==> src/rtl/framed_rotation_sipo_if.sv <==
// Serial input stream and completed-word output handshake for framed_rotation_sipo.
// The slave modport is the deserializer's view; the master modport is the
// producer of serial bits and the consumer of completed words.
interface framed_rotation_sipo_if #(
  parameter int WIDTH = 8
);
  logic             serial_in;
  logic             bit_valid;
  logic             frame_start;
  logic [WIDTH-1:0] out_data;
  logic             out_valid;
  logic             out_ready;

  modport master (
    output serial_in,
    output bit_valid,
    output frame_start,
    output out_ready,
    input  out_data,
    input  out_valid
  );

  modport slave (
    input  serial_in,
    input  bit_valid,
    input  frame_start,
    input  out_ready,
    output out_data,
    output out_valid
  );
endinterface

==> src/rtl/framed_rotation_sipo.sv <==
// Serial-to-parallel deserializer: assembles WIDTH-bit words from a qualified
// bit stream with per-word selectable bit order, rotates each completed word
// right by a runtime amount and presents it on a valid/ready output register.
// frame_start realigns word boundaries; overrun and align_err are sticky.
module framed_rotation_sipo #(
  parameter  int WIDTH = 8,
  localparam int RW    = $clog2(WIDTH)
) (
  input  logic                  clk,
  input  logic                  rst_n,
  input  logic                  i_clear,
  input  logic                  i_msb_first,
  input  logic [RW-1:0]         i_rot_amt,
  framed_rotation_sipo_if.slave bus,
  output logic [RW-1:0]         o_bit_count,
  output logic                  o_overrun,
  output logic                  o_align_err
);

  // Assembly state
  logic [WIDTH-1:0]   r_sreg;
  logic [RW-1:0]      r_bit_count;
  logic               r_msb_first;
  // Output register and sticky status
  logic [WIDTH-1:0]   r_out_data;
  logic               r_out_valid;
  logic               r_overrun;
  logic               r_align_err;

  // Combinational datapath
  logic               w_accept;
  logic               w_first;
  logic               w_order;
  logic [WIDTH-1:0]   w_base;
  logic [WIDTH-1:0]   w_shift;
  logic               w_complete;
  logic [RW-1:0]      w_next_count;
  logic               w_align_set;
  logic [RW-1:0]      w_rot;
  logic [2*WIDTH-1:0] w_dbl;
  logic [WIDTH-1:0]   w_rotated;
  logic               w_load;
  logic               w_drop;
  logic               w_consume;

  // Next bit-count, shifted word, rotation and output-register decisions
  always_comb begin
    w_accept     = bus.bit_valid;
    w_first      = 1'b0;
    w_order      = r_msb_first;
    w_base       = r_sreg;
    w_shift      = r_sreg;
    w_complete   = 1'b0;
    w_next_count = r_bit_count;
    w_align_set  = 1'b0;
    w_rot        = RW'(int'(i_rot_amt) % WIDTH);
    w_dbl        = {2*WIDTH{1'b0}};
    w_rotated    = {WIDTH{1'b0}};
    w_load       = 1'b0;
    w_drop       = 1'b0;
    w_consume    = 1'b0;

    if (w_accept) begin
      // A frame_start bit or the bit at count 0 opens a new word; the order
      // is taken from the live input for that bit and latched for the rest.
      w_first = bus.frame_start || (r_bit_count == {RW{1'b0}});
      if (w_first) begin
        w_order = i_msb_first;
        w_base  = {WIDTH{1'b0}};
      end else begin
        w_order = r_msb_first;
        w_base  = r_sreg;
      end

      if (w_order) begin
        w_shift = {w_base[WIDTH-2:0], bus.serial_in};
      end else begin
        w_shift = {bus.serial_in, w_base[WIDTH-1:1]};
      end

      // A frame_start on the last bit position still realigns instead of completing.
      w_align_set = bus.frame_start && (r_bit_count != {RW{1'b0}});
      w_complete  = !bus.frame_start && (r_bit_count == RW'(WIDTH - 1));

      if (bus.frame_start) begin
        w_next_count = RW'(1);
      end else if (w_complete) begin
        w_next_count = {RW{1'b0}};
      end else begin
        w_next_count = r_bit_count + RW'(1);
      end
    end else begin
      w_first = 1'b0;
    end

    // Right rotation: the low half of the doubled word shifted right.
    w_dbl     = {w_shift, w_shift} >> w_rot;
    w_rotated = w_dbl[WIDTH-1:0];

    if (w_complete) begin
      w_load = !r_out_valid || bus.out_ready;
      w_drop = r_out_valid && !bus.out_ready;
    end else begin
      w_consume = r_out_valid && bus.out_ready;
    end
  end

  // Shift register, bit counter, latched bit order and sticky flags
  always_ff @(posedge clk or negedge rst_n) begin
    if (!rst_n) begin
      r_sreg      <= {WIDTH{1'b0}};
      r_bit_count <= {RW{1'b0}};
      r_msb_first <= 1'b0;
      r_overrun   <= 1'b0;
      r_align_err <= 1'b0;
    end else if (i_clear) begin
      r_sreg      <= {WIDTH{1'b0}};
      r_bit_count <= {RW{1'b0}};
      r_msb_first <= 1'b0;
      r_overrun   <= 1'b0;
      r_align_err <= 1'b0;
    end else begin
      if (w_accept) begin
        r_sreg      <= w_shift;
        r_bit_count <= w_next_count;
      end
      if (w_first) begin
        r_msb_first <= i_msb_first;
      end
      if (w_align_set) begin
        r_align_err <= 1'b1;
      end
      if (w_drop) begin
        r_overrun <= 1'b1;
      end
    end
  end

  // Output register: load on free slot or same-cycle consume, clear valid on consume
  always_ff @(posedge clk or negedge rst_n) begin
    if (!rst_n) begin
      r_out_data  <= {WIDTH{1'b0}};
      r_out_valid <= 1'b0;
    end else if (i_clear) begin
      r_out_data  <= {WIDTH{1'b0}};
      r_out_valid <= 1'b0;
    end else if (w_load) begin
      r_out_data  <= w_rotated;
      r_out_valid <= 1'b1;
    end else if (w_consume) begin
      r_out_valid <= 1'b0;
    end
  end

  assign bus.out_data  = r_out_data;
  assign bus.out_valid = r_out_valid;
  assign o_bit_count   = r_bit_count;
  assign o_overrun     = r_overrun;
  assign o_align_err   = r_align_err;

endmodule

==> src/flat_wrapper.sv <==
// flat-port wrapper written by rule: the top's interface ports become plain ports
module framed_rotation_sipo_flat 
#(
  parameter  int WIDTH = 8,
  localparam int RW    = $clog2(WIDTH)
)
  (clk, rst_n, i_clear, i_msb_first, i_rot_amt, o_bit_count, o_overrun, o_align_err, bus_serial_in, bus_bit_valid, bus_frame_start, bus_out_ready, bus_out_data, bus_out_valid);
  framed_rotation_sipo_if #(.WIDTH(WIDTH)) bus_i ();
  input  logic clk;
  input  logic rst_n;
  input  logic i_clear;
  input  logic i_msb_first;
  input  logic [RW-1:0] i_rot_amt;
  output logic [RW-1:0] o_bit_count;
  output logic o_overrun;
  output logic o_align_err;
  input wire logic [$bits(bus_i.serial_in)-1:0] bus_serial_in;
  input wire logic [$bits(bus_i.bit_valid)-1:0] bus_bit_valid;
  input wire logic [$bits(bus_i.frame_start)-1:0] bus_frame_start;
  input wire logic [$bits(bus_i.out_ready)-1:0] bus_out_ready;
  output wire logic [$bits(bus_i.out_data)-1:0] bus_out_data;
  output wire logic [$bits(bus_i.out_valid)-1:0] bus_out_valid;
  assign bus_i.serial_in = bus_serial_in;
  assign bus_i.bit_valid = bus_bit_valid;
  assign bus_i.frame_start = bus_frame_start;
  assign bus_i.out_ready = bus_out_ready;
  assign bus_out_data = bus_i.out_data;
  assign bus_out_valid = bus_i.out_valid;
  framed_rotation_sipo #(.WIDTH(WIDTH)) u_core (.clk(clk), .rst_n(rst_n), .i_clear(i_clear), .i_msb_first(i_msb_first), .i_rot_amt(i_rot_amt), .bus(bus_i), .o_bit_count(o_bit_count), .o_overrun(o_overrun), .o_align_err(o_align_err));
endmodule
==> config.mk <==
export PLATFORM = sky130hd
export DESIGN_NAME = framed_rotation_sipo_flat
export DESIGN_NICKNAME = d
export VERILOG_FILES = /design/src/rtl/framed_rotation_sipo_if.sv /design/src/rtl/framed_rotation_sipo.sv /design/src/flat_wrapper.sv
export SDC_FILE = /design/constraint.sdc
export NUM_CORES = 1
export LEC_CHECK = 0
export CORE_AREA = 2 2 58 60
export CTS_CLUSTER_SIZE = 40
export DETAILED_ROUTE_END_ITERATION = 8
export DIE_AREA = 0 0 60 62
export PLACE_DENSITY = 0.76
export SETUP_SLACK_MARGIN = 0.05
export SLEW_MARGIN = 20
export SYNTH_ARGS = -nofsm -noshare
export SYNTH_HDL_FRONTEND = slang
export SYNTH_SLANG_ARGS = --single-unit
export TNS_END_PERCENT = 50
==> constraint.sdc <==
create_clock -name clk -period 2.55 [get_ports clk]
set_input_delay 0.3825 -clock clk [delete_from_list [all_inputs] [get_ports clk]]
set_output_delay 0.3825 -clock clk [all_outputs]
set_load 0.02 [all_outputs]
==> flow_summary.toml, run 1 <==
[yosys]
synth_enable_flop_cells = 0
yosysWarnings = 0
avgSynthCellArea_um2 = 9.07
synth.net_count = 186
yosysSeqAreaShare_pct = 36.9
synth-seq-cells = 23
synth_commonest_cells = "dfrtp_1 (23), nor2_1 (20), nand2_1 (19)"
synth_top_area_cell = "dfrtp_1"
synthDominantCellAreaShare_pct = 36.9
synth_cells = 172
ys_top_cells_by_area = "dfrtp_1 (37%), mux2i_1 (7.7%), nor2_1 (4.8%)"
syn_area_um2 = 1560
ys_async_sr_fraction_pct = 100
synth_cell_types = 47
synth.most_common_cell = "dfrtp_1"
synth-main-ff-cell = "dfrtp_1"

[global_routing]
grt_antenna_before_repair = 0
top_usage_layer = "met2"
grt_util_met2_pct = 33.9
grt.met3_usage_pct = 4.35
met1_usage_pct = 31.2
grt_max_degree = 24
first_global_vias = 1297
grt_usage_pct = 22.1
globalRoute.totalOverflow = 0
grt_pass1_wl_um = 6140

[floorplan]
die_h_um = 62
io_pins = 25
die-area_um2 = 3720
fp.coreArea_um2 = 3180
dieWidth_um = 60
num_rows = 21
initial_core_util_pct = 49.1

[placement]
io_buffers = 24
gp_congestion = 0.918
place_hpwl_um = 2710

[cts]
cts.clk_slew.worst_paths_ns = 0.13
ctsResizeCount = 0
postCtsSetupBuffers = 0
cts_sinks = 23
clockRootBuffer = "clkbuf_4"
cts_hold_buf = 0
cts_tree = "done"
htreeDepth = 1
clockBufferDepth = 2
numCtsBuffers = 3
clkLatencyLatePin_ns = 0.33

[critical_path]
path_common_cell = "buf_4"
cp_max_fo = 6
end_kind = "flip-flop"
reg2reg_depth = 10
worstSetupPathType = "flip-flop to flip-flop"
r2r-end = "u_core.bus.out_data[7]"
worstPathCellList = "inv_1 > ha_1 > nor2b_1 > buf_4 > nor4b_1 > a311oi_2 > buf_4 > o21ai_0 > mux2i_1 > o21ai_1"
cp.required_ns = 2.81
ff2ff_setup_slack_ns = 0.35
critical_path_arrival_ns = 2.46
worstReg2RegStart = "u_core.o_bit_count[0]"
max_stage_delay_ns = 0.43
slowest_stage = "dfrtp_1"
worstSetupStartpointType = "flip-flop"
cp_top_family = "compound AO/OA/AOI/OAI gates"
path_buf_inv = 3

[sta]
drv_slew = 0
hold_viol = 0
fin_setup_tns_ns = 0
finalCritPeriodShare_pct = 86.1
relSlewSlack_pct = 67.0
fmax_ghz = 0.455
finalSetupViolCount = 0
worst_clock_skew_ns = 0.00128
rsz0062_at_grt = "false"
finalCriticalPeriod_ns = 2.20
worstMarginPinSlew_ns = 0.494

[routing]
postRouteAntennaNets = 0
vias = 1383
first_pass_iters = 4
wl_per_cell_um = 14.7
vias_per_cell = 5.64
wl_um = 3600
dr.first_iter.drc_count = 68
drc_errors = 0

[layout]
nets = 214
drive_above_1_share_pct = 13.6
area_growth_pct = 21.2
final_util_pct = 59.5
diodes = 0
register_area_um2 = 576
multiInputGateArea_um2 = 893
fillCellCount = 278

[power]
power.density_nw_per_um2 = 370
leakagePower_nw = 0.845
peakVddDrop_v = 0.000251

[outcome]
status = "finished clean"

[job]
drv_cap = 0

[hold_path]
hold_class = "input pin to asynchronous set/reset pin"
==> metal layers <==
metal	share of wire (%)	routed length, um
met4	1.5	54
met1	47	1680
met3	4.9	176
met5	0	0
met2	47	1680
==> registers in the layout (all words and copies together), names as in the netlist <==
register,flops
u_core.bus.out_data,8
u_core.o_overrun,1
u_core.o_bit_count,3
u_core.r_msb_first,1
u_core.bus.out_valid,1
u_core.o_align_err,1
u_core.r_sreg,8
==> cell usage in the layout (no fill, tap or decap), types with 4 or more instances in the layout <==
master           count
nand2_1             19
nor2b_1              6
o21ai_1              4
nor3_1               5
a21oi_1             10
dfrtp_1             23
inv_1                5
nand3_1              5
buf_4               10
o21ai_0              4
clkdlybuf4s50_1     24
nor2_1              20
mux2i_1             12
==> worst reg2reg max path, delay by kind of cell (launching register included) <==
family	cells	cell delay (ns)
flops	1	0.43
compound gates	3	0.50
fa+ha+maj	1	0.20
simple gates	2	0.48
mux	1	0.14
buf+inv	3	0.39
==> worst max-delay path by stage <==
stage	slack, ns	depth (start not counted)	to	startpoint
global route	0.16	10	u_core.bus.out_data[7]	u_core.o_bit_count[0]
finish	0.35	10	u_core.bus.out_data[7]	u_core.o_bit_count[0]
CTS	0.38	8	u_core.bus.out_data[0]	bus_bit_valid
detailed placement	0.05	8	u_core.bus.out_data[0]	bus_bit_valid
global placement	0.16	8	u_core.bus.out_data[0]	bus_bit_valid
floorplan	0.61	9	u_core.bus.out_data[0]	u_core.o_bit_count[0]
==> final cells by class <==
cell class              count  area share (%)
flip-flops and latches     23            30.4
inverters                   6            1.19
repair buffers             34            16.7
clock buffers               4            1.39
multi-input cells         132            47.3
well taps                  46            3.04
==> through the flow <==
step	cell area (um2)	power, W	setup slack (ns)	hold WS [ns]	instances
floorplan	1560	0.000473	0.605	0.0869	172
global placement	1860	0.000522	0.158	0.465	241
detailed placement	1860	0.000525	0.0468	0.471	241
CTS	1890	0.000706	0.383	0.389	245
global route	1890	0.000738	0.159	0.394	245
finish	1890	0.000700	0.355	0.389	245
==> report_power, final <==
group | total [W] | internal (W) | switching, W
clock network | 0.000181 | 0.0000615 | 0.000120
logic | 0.000139 | 0.0000622 | 0.0000769
registers | 0.000380 | 0.000370 | 0.00000924
==> cells by family after synthesis <==
group           count (synthesis)  synth area share, %
mux                            18                 13.5
fa+ha+maj                       3                 2.41
buf+inv                        17                 5.85
simple gates                   65                 19.4
compound gates                 46                 22.0
flops                          23                 36.9
(Power assumes the default switching activity.)
==> run 2, diff against run 1 <==
--- a/config.mk
+++ b/config.mk
@@ -5,11 +5,14 @@
 export SDC_FILE = /design/constraint.sdc
 export NUM_CORES = 1
 export LEC_CHECK = 0
-export CORE_AREA = 2 2 58 60
+export CELL_PAD_IN_SITES_DETAIL_PLACEMENT = 2
+export CELL_PAD_IN_SITES_GLOBAL_PLACEMENT = 2
+export CORE_AREA = 2 2 73 75
+export CTS_CLUSTER_DIAMETER = 200
 export CTS_CLUSTER_SIZE = 40
 export DETAILED_ROUTE_END_ITERATION = 8
-export DIE_AREA = 0 0 60 62
-export PLACE_DENSITY = 0.76
+export DIE_AREA = 0 0 75 77
+export PLACE_DENSITY_LB_ADDON = 0.1
 export SETUP_SLACK_MARGIN = 0.05
 export SLEW_MARGIN = 20
 export SYNTH_ARGS = -nofsm -noshare
==> flow_summary.toml, run 2 (synthesized netlist as in run 1, its figures left out) <==
[job]
drv_cap = 0

[critical_path]
cp-startpoint = "u_core.o_bit_count[1]"
slowest_stage = "dfrtp_1"
cp.required_ns = 2.69
reg2reg_depth = 8
ff2ff_setup_slack_ns = 0.27
max_stage_delay_ns = 0.44
r2r-end = "u_core.bus.out_data[5]"
critical_path_arrival_ns = 2.42
cp_max_fo = 4
worstSetupStartpointType = "flip-flop"
worstReg2RegStart = "u_core.o_bit_count[1]"
end_kind = "flip-flop"
worstPathCellList = "inv_1 > ha_1 > nor2b_1 > nor4b_1 > a311oi_2 > o21ai_1 > mux2i_1 > o221ai_1"
worstSetupPathType = "flip-flop to flip-flop"

[placement]
io_buffers = 24
placed_cell_area_um2 = 1890
gp_congestion = 0.789
dp_cells = 264
place_hpwl_um = 3720

[power]
power.density_nw_per_um2 = 393
power.total_w = 0.000766
peakVddDrop_v = 0.000168
leakagePower_nw = 0.860

[sta]
finalSetupViolCount = 0
rsz0062_at_grt = "false"
finalCriticalPeriod_ns = 2.28
finalCritPeriodShare_pct = 89.5
hold_viol = 0
fmax_ghz = 0.438
worstMarginPinSlew_ns = 0.533
relSlewSlack_pct = 64.3
holdWs_ns = 0.479
drv_slew = 0
worst_clock_skew_ns = 0.00404

[layout]
mostFrequentLayoutCell = "clkdlybuf4s50_1"
fillCellCount = 567
final_util_pct = 39.1
diodes = 0
mostFrequentLayoutCells = "clkdlybuf4s50_1 (24), dfrtp_1 (23), nor2_1 (20)"
layout.cells.non_filler = 270
final_cell_area_um2 = 1950
drive_above_1_share_pct = 14.5
nets = 215
area_growth_pct = 24.9

[global_routing]
grt_pass1_wl_um = 7900
first_global_vias = 1525
grt_antenna_before_repair = 0
grt_usage_pct = 17.9
globalRoute.totalOverflow = 0
grt_max_degree = 24

[cts]
clockRootBuffer = "clkbuf_8"
postCtsSetupBuffers = 0
cts_tree = "done"
clockBufferDepth = 2
cts_hold_buf = 0
clkLatencyLatePin_ns = 0.27
ctsResizeCount = 0
htreeDepth = 1
cts.clk_slew.worst_paths_ns = 0.09
numCtsBuffers = 3
cts_sinks = 23

[routing]
wl_um = 4820
wl_per_cell_um = 17.9
drc_errors = 0
postRouteAntennaNets = 0
first_pass_iters = 4
vias = 1401
vias_per_cell = 5.19
dr.first_iter.drc_count = 27

[floorplan]
fp.coreArea_um2 = 4980
die-area_um2 = 5780
io_pins = 25
num_rows = 26
die_h_um = 77
dieWidth_um = 75
initial_core_util_pct = 31.3

[hold_path]
hold_class = "input pin to asynchronous set/reset pin"

[outcome]
status = "finished clean"
[run 2: cell count changes in the layout (fill, tap and decap cells not counted), sizes merged]
cell,before,now
buf,10,11
clkbuf,4,3
clkinv,1,2
[run 2: where the power goes]
group	switching [W]	internal, W	leakage, nW
Sequential	0.00000966	0.000370	0.317
Combinational	0.0000840	0.0000625	0.517
Clock	0.000130	0.000110	0.0255
[run 2: area by class of cell]
type | instances | area [um2] | share of cell area, %
Multi-Input combinational cell | 132 | 893 | 45.9
Sequential cell | 23 | 576 | 29.5
Timing Repair Buffer | 35 | 323 | 16.6
Tap cell | 70 | 87.6 | 4.50
Clock buffer | 3 | 41.3 | 2.12
Inverter | 6 | 22.5 | 1.16
Clock inverter | 1 | 5.00 | 0.257
[run 2: metal layers]
layer  global-route usage [%]  part of all wire [%]
met1                     26.3                    49
met2                     27.4                    47
met3                     2.37                   2.4
met4                     4.29                   1.1
met5                        0                     0
[run 2: critical path: cells and delay by family, from the launching register on]
kind	cells	cell delay, ns
AO/OA/AOI/OAI	3	0.75
adder cells (fa/ha/maj)	1	0.15
buffers and inverters	1	0.08
flip-flops	1	0.44
multiplexers	1	0.30
AND/OR/NAND/NOR	2	0.43
[run 2: per-stage QoR]
step           setup WS, ns  TNS (ns)
5_1_grt              0.0863         0
2_1_floorplan         0.605         0
3_5_place_dp        -0.0666    -0.131
4_1_cts               0.125         0
6_report              0.267         0
3_3_place_gp        -0.0264   -0.0437
[run 2: worst max path at each step]
stage                              to  cells after the start
2_1_floorplan  u_core.bus.out_data[0]                      9
3_3_place_gp   u_core.bus.out_data[5]                      6
3_5_place_dp   u_core.bus.out_data[5]                      6
4_1_cts        u_core.bus.out_data[5]                      8
5_1_grt        u_core.bus.out_data[1]                      8
6_report       u_core.bus.out_data[5]                      8
==> run 3, diff against run 2 <==
--- a/config.mk
+++ b/config.mk
@@ -7,11 +7,11 @@
 export LEC_CHECK = 0
 export CELL_PAD_IN_SITES_DETAIL_PLACEMENT = 2
 export CELL_PAD_IN_SITES_GLOBAL_PLACEMENT = 2
-export CORE_AREA = 2 2 73 75
+export CORE_AREA = 2 2 76 78
 export CTS_CLUSTER_DIAMETER = 200
 export CTS_CLUSTER_SIZE = 40
 export DETAILED_ROUTE_END_ITERATION = 8
-export DIE_AREA = 0 0 75 77
+export DIE_AREA = 0 0 78 80
 export PLACE_DENSITY_LB_ADDON = 0.1
 export SETUP_SLACK_MARGIN = 0.05
 export SLEW_MARGIN = 20
==> flow_summary.toml, run 3 (synthesized netlist as in run 1, its figures left out) <==
[outcome]
status = "finished clean"

[floorplan]
num_rows = 27
io_pins = 25
die_h_um = 80
fp.coreArea_um2 = 5410
initial_core_util_pct = 28.9
dieWidth_um = 78
die-area_um2 = 6240

[cts]
cts.clk_slew.worst_paths_ns = 0.09
ctsResizeCount = 0
cts_hold_buf = 0
cts_tree = "done"
clkLatencyLatePin_ns = 0.27
htreeDepth = 1
cts_sinks = 23
clockRootBuffer = "clkbuf_8"
clockBufferDepth = 2
numCtsBuffers = 3
postCtsSetupBuffers = 0

[critical_path]
slowest_stage = "dfrtp_1"
critical_path_arrival_ns = 2.44
max_stage_delay_ns = 0.43
end_kind = "flip-flop"
worstSetupPathType = "flip-flop to flip-flop"
worstPathCellList = "inv_1 > ha_1 > nor2b_1 > nor3_1 > a311oi_4 > o21ai_1 > mux2i_1 > o221ai_1"
worstSetupStartpointType = "flip-flop"
cp.required_ns = 2.69
cp_max_fo = 5

[sta]
hold_viol = 0
rsz0062_at_grt = "false"
worstMarginPinSlew_ns = 0.545
drv_slew = 0
finalCritPeriodShare_pct = 90.5
fmax_ghz = 0.433
worst_clock_skew_ns = 0.00114
finalSetupViolCount = 0
finalCriticalPeriod_ns = 2.31
relSlewSlack_pct = 63.2
fin_setup_tns_ns = 0

[routing]
wl_um = 5030
wl_per_cell_um = 18.6
drc_errors = 0
dr.first_iter.drc_count = 48
vias_per_cell = 5.26
vias = 1425
postRouteAntennaNets = 0
first_pass_iters = 4

[global_routing]
first_global_vias = 1580
globalRoute.totalOverflow = 0
grt_max_degree = 24
grt_antenna_before_repair = 0
grt_usage_pct = 17.6
grt_pass1_wl_um = 8700

[layout]
drive_above_1_share_pct = 14.1
final_cell_area_um2 = 1960
mostFrequentLayoutCells = "clkdlybuf4s50_1 (24), dfrtp_1 (23), nor2_1 (20)"
area_growth_pct = 25.4
diodes = 0
mostFrequentLayoutCell = "clkdlybuf4s50_1"
nets = 214

[placement]
io_buffers = 24
placed_cell_area_um2 = 1900
gp_congestion = 0.829
place_hpwl_um = 3940

[power]
leakagePower_nw = 0.855
power.density_nw_per_um2 = 395
peakVddDrop_v = 0.000234

[hold_path]
hold_class = "input pin to asynchronous set/reset pin"

[job]
drv_cap = 0
[run 3: changes by cell type in the layout (fill, tap and decap cells not counted)]
cell	before	now
buf_4	11	10
a311oi_4	0	1
a311oi_2	1	0
clkinvlp_4	0	1
clkinv_2	1	0
[run 3: area by class of cell]
cell class | count | area, um2
Timing Repair Buffer | 34 | 315
Multi-Input combinational cell | 132 | 905
Clock inverter | 1 | 7.51
Clock buffer | 3 | 41.3
Tap cell | 72 | 90.1
Sequential cell | 23 | 576
Fill cell | 623 | 3450
Inverter | 6 | 22.5
[run 3: worst paths after layout]
check	from	endpoint	slack, ns	depth (start not counted)
max in group asynchronous	rst_n	u_core.r_sreg[0]	1.83	2
setup / recovery	u_core.o_bit_count[1]	u_core.bus.out_data[5]	0.24	8
min in group clk	u_core.bus.out_data[0]	u_core.bus.out_data[0]	0.49	2
setup reg to reg	u_core.o_bit_count[1]	u_core.bus.out_data[5]	0.24	8
hold / removal	rst_n	u_core.o_bit_count[1]	0.47	2
hold reg to reg	u_core.bus.out_data[0]	u_core.bus.out_data[0]	0.49	2
[run 3: through the flow]
| stage | hold WS (ns) | worst slack, ns | power [W] | util, % | std cells |
|---|---|---|---|---|---|
| floorplan | 0.0869 | 0.605 | 0.000473 | - | 172 |
| global placement | 0.463 | 0.00360 | 0.000531 | 35.1 | 267 |
| detailed placement | 0.473 | 0.00263 | 0.000535 | 35.1 | 267 |
| CTS | 0.484 | 0.188 | 0.000784 | 36.0 | 271 |
| global route | 0.509 | 0.0722 | 0.000814 | 36.2 | 271 |
| finish | 0.473 | 0.243 | 0.000773 | 36.2 | 271 |
[run 3: layer usage]
| layer | share of wire [%] | vias to the layer above | global-route usage, % |
|---|---|---|---|
| li1 | - | 673 | - |
| met1 | 48 | 730 | 23.4 |
| met2 | 49 | 20 | 31.1 |
| met3 | 2.6 | 2 | 2.38 |
| met4 | 0.50 | 0 | 2.63 |
| met5 | 0 | - | 0 |
[run 3: power by group]
group / total [W] / switching (W) / internal, W
clock: 0.000244 / 0.000133 / 0.000111
combinational: 0.000150 / 0.0000878 / 0.0000622
sequential: 0.000379 / 0.00000930 / 0.000370
[run 3: worst max-delay path: cells and delay by family (launching register included)]
kind            cells  cell delay, ns
buf+inv             1            0.08
mux                 1            0.29
simple gates        2            0.45
compound gates      3            0.77
flops               1            0.43
fa+ha+maj           1            0.15
